--- config.mk ---
export PLATFORM = sky130hd
export DESIGN_NAME = cdb_result_buffer
export DESIGN_NICKNAME = d
export VERILOG_FILES = /design/src/rtl/cdb_result_buffer_pkg.sv /design/src/rtl/cdb_fifo_ctrl.sv /design/src/rtl/cdb_result_buffer.sv
export SDC_FILE = /design/constraint.sdc
export NUM_CORES = 1
export LEC_CHECK = 0
export ABC_AREA = 1
export BUFFER_PORTS_ARGS = -buffer_cell sky130_fd_sc_hd__buf_2
export CORE_ASPECT_RATIO = 0.9
export CORE_UTILIZATION = 51
export DETAILED_ROUTE_END_ITERATION = 6
export GPL_ROUTABILITY_DRIVEN = 0
export GPL_TIMING_DRIVEN = 0
export PLACE_DENSITY = 0.81
export SLEW_MARGIN = 20
export SYNTH_ARGS = -nofsm -noshare
export SYNTH_HDL_FRONTEND = slang
export SYNTH_HIERARCHICAL = 1
export SYNTH_SLANG_ARGS = --single-unit
--- constraint.sdc ---
create_clock -name clk -period 5.69 [get_ports clk]
set_clock_uncertainty 0.05 [all_clocks]
set_input_delay 0.2845 -clock clk [delete_from_list [all_inputs] [get_ports clk]]
set_output_delay 0.2845 -clock clk [all_outputs]
set_load 0.02 [all_outputs]
--- src/rtl/cdb_result_buffer_pkg.sv ---
// Shared CDB packet type and constants for the result buffer and the CDB scheduler.
// ROB entry 0 is reserved to mean "no packet" on the CDB.
package cdb_result_buffer_pkg;

  localparam logic [3:0] NULL_ROB_ENTRY = 4'b0;

  typedef struct packed {
    logic [3:0]  dest_ROB_entry;
    logic [31:0] result;
    logic        branch_result;
    logic        from_commit;
  } CDB_packet_t;

endpackage

--- src/rtl/cdb_fifo_ctrl.sv ---
// Circular-buffer bookkeeping: head/tail pointers, occupancy, full/empty and flush.
// Storage lives in the parent so this block can be reused for other queues.
module cdb_fifo_ctrl #(
  parameter int DEPTH = 2,
  localparam int PW = $clog2(DEPTH),
  localparam int CW = $clog2(DEPTH + 1)
) (
  input  logic          clk,
  input  logic          rst_n,
  input  logic          i_push,
  input  logic          i_pop,
  input  logic          i_flush,
  output logic          o_push_ok,
  output logic          o_pop_ok,
  output logic [PW-1:0] o_head,
  output logic [PW-1:0] o_tail,
  output logic [CW-1:0] o_count,
  output logic          o_full,
  output logic          o_empty
);

  logic [PW-1:0] r_head;
  logic [PW-1:0] r_tail;
  logic [CW-1:0] r_count;
  logic          w_full;
  logic          w_empty;
  logic          w_push_ok;
  logic          w_pop_ok;

  // Full blocks a push even if a pop happens in the same cycle: no yummi->ready path.
  always_comb begin
    w_full    = (r_count == CW'(DEPTH));
    w_empty   = (r_count == '0);
    w_push_ok = i_push && !w_full && !i_flush;
    w_pop_ok  = i_pop && !w_empty && !i_flush;
  end

  always_ff @(posedge clk or negedge rst_n) begin
    if (!rst_n) begin
      r_head  <= '0;
      r_tail  <= '0;
      r_count <= '0;
    end else if (i_flush) begin
      r_head  <= '0;
      r_tail  <= '0;
      r_count <= '0;
    end else begin
      if (w_push_ok) r_tail <= r_tail + 1'b1;
      if (w_pop_ok)  r_head <= r_head + 1'b1;
      case ({w_push_ok, w_pop_ok})
        2'b10:   r_count <= r_count + 1'b1;
        2'b01:   r_count <= r_count - 1'b1;
        default: r_count <= r_count;
      endcase
    end
  end

  assign o_push_ok = w_push_ok;
  assign o_pop_ok  = w_pop_ok;
  assign o_head    = r_head;
  assign o_tail    = r_tail;
  assign o_count   = r_count;
  assign o_full    = w_full;
  assign o_empty   = w_empty;

endmodule

--- src/rtl/cdb_result_buffer.sv ---
// Per-unit output queue feeding the CDB scheduler with a valid/yummi handshake.
// Packets addressed to the null ROB entry are accepted and silently dropped.
module cdb_result_buffer
  import cdb_result_buffer_pkg::*;
#(
  parameter int DEPTH = 2
) (
  input  logic                       clk,
  input  logic                       rst_n,
  input  logic                       fu_valid,
  input  CDB_packet_t                fu_packet,
  output logic                       fu_ready,
  output logic                       valid_out,
  output CDB_packet_t                packet_out,
  input  logic                       yummi_in,
  input  logic                       flush,
  output logic [$clog2(DEPTH+1)-1:0] count
);

  localparam int PW = $clog2(DEPTH);
  localparam int CW = $clog2(DEPTH + 1);

  CDB_packet_t   r_mem [DEPTH];
  logic          w_push_req;
  logic          w_push_ok;
  logic          w_pop_ok;
  logic [PW-1:0] w_head;
  logic [PW-1:0] w_tail;
  logic [CW-1:0] w_count;
  logic          w_full;
  logic          w_empty;

  assign w_push_req = fu_valid && (fu_packet.dest_ROB_entry != NULL_ROB_ENTRY);

  cdb_fifo_ctrl #(.DEPTH(DEPTH)) u_ctrl (
    .clk       (clk),
    .rst_n     (rst_n),
    .i_push    (w_push_req),
    .i_pop     (yummi_in),
    .i_flush   (flush),
    .o_push_ok (w_push_ok),
    .o_pop_ok  (w_pop_ok),
    .o_head    (w_head),
    .o_tail    (w_tail),
    .o_count   (w_count),
    .o_full    (w_full),
    .o_empty   (w_empty)
  );

  // Entry contents need no reset; they are only observed when count says they are live.
  always_ff @(posedge clk) begin
    if (w_push_ok) r_mem[w_tail] <= fu_packet;
  end

  always_comb begin
    packet_out = '0;
    if (!w_empty) packet_out = r_mem[w_head];
  end

  assign fu_ready  = !w_full;
  assign valid_out = !w_empty;
  assign count     = w_count;

endmodule

# Word-level counts from Yosys, hierarchy flattened
# Memories as Yosys holds them, arrays and structs flattened.
# Cells that the tools add are included.
[totals]
regBits = 4
mem_count = 1
mem_bits_rw = 76
input_bits = 43
wordCells = 33
output_inout_bits = 42
[memory_table]
columns = ["memory", "words", "width", "rd", "rd_ports_with_merged_regs", "write_ports", "line", "rtl"]
rows = [
  ["r_mem", 2, 38, 1, 0, 1, "cdb_result_buffer.sv:23", "CDB_packet_t r_mem [DEPTH];"],
]
[op_classes]
n_eq_ne = 3
addsub = 4
n_mux = 9
reduce_logical = 13
[op_table]
columns = ["operator", "count"]
rows = [
  ["$mux W38", 1],
  ["$mux W1", 6],
  ["$logic_and A1 B1 Y1", 5],
  ["$eq A2 B2 Y1 const B", 2],
  ["$pmux W2 S2", 1],
  ["$reduce_bool A2 Y1", 2],
  ["$reduce_bool A4 Y1", 1],
  ["$logic_not A1 Y1", 3],
  ["$reduce_bool A3 Y1", 1],
  ["$add A1 B1 Y1 const B", 2],
  ["$add A2 B1 Y2 const B", 1],
  ["$eq A2 B1 Y1 const B", 1],
  ["$logic_not A2 Y1", 1],
  ["$mux W2", 1],
  ["$sub A2 B1 Y2 const B", 1],
]

# Depth between registers and ports, before layout
[depth]
ltp_word = 7
depth_mapped = 8
mapped_depth_nobuf = 8

# Cells and area by module
# The synthesis kept the hierarchy.
[by_module_without_submodules]
columns = ["module", "area_per_inst_um2", "instances", "seq_area_each_um2", "cells_each"]
rows = [
  ["cdb_result_buffer", 2950.3, 1, 2282.2, 213],
  ["cdb_fifo_ctrl", 250.2, 1, 100.1, 35],
]

# Least setup slack after synthesis
# No wires, ideal clock.
[synth_timing]
kind = "register -> register"
start = "reg u_ctrl.r_count[0], in the netlist u_ctrl/o_count[0]"
end = "mem r_mem[0][0] in the netlist's numbering (enable)"
stages_incl_launch_ff = 7
required_ns = 5.206
path_buffers = 0
setup_ns = 0.434
slack_ns = 2.681
synth_period_minus_slack_ns = 3.009
arrival_ns = 2.525
path_cell_list = "dfrtp_1 inv_2 nand2_2 nand2_2 nor2_1 inv_1 nor2_1"
[synth_via]
elab_chain_len = 6
[synth_rtl]
columns = ["item", "line", "rtl"]
rows = [
  ["start: declaration", "cdb_fifo_ctrl.sv:24", "logic [CW-1:0] r_count;"],
  ["start signal: assignment", "cdb_fifo_ctrl.sv:51", "2'b10: r_count <= r_count + 1'b1;"],
  ["start signal: assignment", "cdb_fifo_ctrl.sv:52", "2'b01: r_count <= r_count - 1'b1;"],
  ["start signal: assignment", "cdb_fifo_ctrl.sv:53", "default: r_count <= r_count;"],
  ["$eq A2 B2 Y1", "cdb_fifo_ctrl.sv:32", "w_full = (r_count == CW'(DEPTH));"],
  ["$logic_not A1 Y1", "cdb_fifo_ctrl.sv:34", "w_push_ok = i_push && !w_full && !i_flush;"],
  ["$logic_and A1 B1 Y1 (2 in series)", "cdb_fifo_ctrl.sv:34", ""],
  ["net w_push_ok", "cdb_result_buffer.sv:25", "logic w_push_ok;"],
  ["$mux W1", "cdb_result_buffer.sv:52", "if (w_push_ok) r_mem[w_tail] <= fu_packet;"],
  ["$mux W1 (not written as such)", "cdb_result_buffer.sv:52", ""],
  ["end: declaration", "cdb_result_buffer.sv:23", ""],
]
# The timed path passes the listed nets, and every way through them passes these cells.

==> run_results.csv <==
group,metric,value,unit
cts,cts_setup_buffers,0,
setup_path,cp_slowest_stage_delay,490,ps
timing,rsz0062_at_grt,"no",
cts,cts_root_buf,"clkbuf_8",
setup_path,critPathArrivalTime,1930,ps
cells_and_area,drive_above_1_share,0.391,
cts,cts_hold_buf,1,
detailed_routing,viasPerCell,5.07,
global_route,grt_pass1_wl,10.1,mm
cells_and_area,fin_util,0.687,
floorplanning,start_util,0.546,
run_status,status,"finished, final reports clean",
floorplanning,io_pins,85,
cts,h-tree-depth,3,
cts,cts_sinks,80,
detailed_routing,dr.pass1.iters,4,
cells_and_area,n_fill_cell,454,
timing,setup_tns,0,ps
setup_path,cp-startpoint,"u_ctrl/o_count[0]",
synthesis,synth_area,3200,um^2
detailed_routing,routed_wl,6.23,mm
cells_and_area,syn2layout_area_growth,25.8,%
setup_path,reg2reg_to,"r_mem[0][6]",
timing,drv_slew,0,
detailed_routing,ant_nets,0,
cells_and_area,instances_no_fill,420,
setup_path,slowest_stage,"dfrtp_1",
timing,relSlewSlack,0.588,
setup_path,critPathKind,"reg2out",
setup_path,r2r-start,"u_ctrl/o_count[0]",
cells_and_area,antenna_cells,0,
timing,clock.fmax,0.443,GHz
synthesis,syn_area_per_cell,12.9,um^2
synthesis,synth.net_count,290,
setup_path,cp_cell_sequence,"nor2_1, inv_1, clkbuf_2, buf_2, o21ai_0, nor2_1, buf_2",
cts,cts_tree,"built",
global_route,grt_pass1_vias,2175,
cells_and_area,nets,388,
cts,clock_path_buffers,2,
floorplanning,core,5860,um^2
timing,hold_viol_final,0,
setup_path,crit_path_end_kind,"output pin",
hold_path,hold_path.class,"in2reg",
power,powerDensity,362,nW/um^2
placed_design,port_buffers,84,
global_route,overflow,0,
detailed_routing,drc,0,
timing,hold-worst-slack,73.9,ps
cells_and_area,final_cell_mix,"87 x buf_2, 76 x edfxtp_1, 63 x nor2_1",
cts,clk_pin_slew,80,ps
setup_path,crit_fanout,10,
global_route,grt_max_degree,21,
global_route,antenna_found_initial,0,
synthesis,syn_inst,247,
cts,cts_buffers,9,
power,leakage,1.68,nW
setup_path,cp_num_buf_inv,4,
synthesis,yosys_warnings,6,
power,peakVddDrop,0.000272,V
global_route,grtUsageTotal,0.205,
detailed_routing,wire_per_inst,14.8,um
setup_path,r2r_slack,3690,ps
setup_path,r2r_cells,7,
setup_path,critPathCapture,"packet_out[34]",
timing,fin_crit,2260,ps
timing,fin_crit_sh,0.397,
setup_path,cp.required,5360,ps
cells_and_area,layout_commonest_cell,"buf_2",
cts,clock_latency,330,ps
floorplanning,die_area,6590,um^2
floorplanning,die_h,77.1,um
floorplanning,rows,26,
detailed_routing,vias,2129,
flow_run,drv_cap,0,
timing,final-setup-viol-count,0,
setup_path,start_kind,"flop",
placed_design,dp_hpwl,4.12,mm
placed_design,placed_cells,403,
floorplanning,die_w,85.5,um
cts,post_cts_resized,0,
timing,worst_slew_pin_slew,617,ps
setup_path,path_depth,7,
setup_path,crit_family,"buffers and inverters",
detailed_routing,drtIter0Drc,52,
[worst reg2reg max path, stage by stage (launching register included)]
cell,delay [ps]
dfrtp_1,490
inv_2,70
nand2_2,70
nand2_2,80
nor2_1,140
inv_1,80
nor2_4,480
buf_16,250
[per-layer routing]
| layer | wire length (um) | track usage |
|---|---|---|
| met5 | 0 | 0 |
| met4 | 40 | 0.0617 |
| met3 | 346 | 0.0721 |
| met2 | 3190 | 0.349 |
| met1 | 2650 | 0.244 |
[where the power goes]
part           internal [mW]  switching [mW]  total (mW)
Combinational         0.0912           0.184       0.275
Sequential             0.675          0.0117       0.686
Clock                  0.292           0.200       0.493
[sequential cells by signal (all words and copies together) (netlist names)]
name            count
r_mem              76
u_ctrl/o_count      2
u_ctrl/o_head       1
u_ctrl/o_tail       1
[final cells by class]
| class | instances | area (um^2) | area share |
|---|---|---|---|
| plain buffers | 12 | 97.6 | 0.0243 |
| clock buffers | 9 | 124 | 0.0308 |
| clock inverters | 7 | 119 | 0.0296 |
| inverters | 12 | 47.5 | 0.0118 |
| multi-input cells | 143 | 677 | 0.168 |
| flip-flops and latches | 80 | 2380 | 0.593 |
| well taps | 70 | 87.6 | 0.0218 |
| repair buffers | 87 | 485 | 0.121 |
[worst min path at each step]
stage                                   end          start  slack [ps]  cells past startpoint
after floorplan           u_ctrl/o_count[0]          rst_n         -60                      0
after CTS                      r_mem[1][22]  fu_packet[22]          60                      1
after global routing           r_mem[1][25]  fu_packet[25]          50                      1
final                           r_mem[0][5]   fu_packet[5]          70                      1
after global placement    u_ctrl/o_count[0]          rst_n          40                      1
after detailed placement  u_ctrl/o_count[1]          rst_n          40                      1
[per-stage QoR]
| stage | power [mW] | setup WS [ps] | area [um^2] |
|---|---|---|---|
| finish | 1.45 | 3430 | 4020 |
| global route | 1.52 | 3250 | 4020 |
| global placement | 0.962 | 1770 | 3700 |
| CTS | 1.47 | 3440 | 4020 |
| detailed placement | 0.974 | 3490 | 3770 |
| floorplan | 0.872 | 2680 | 3200 |
Power figures use the tool's default switching activity.
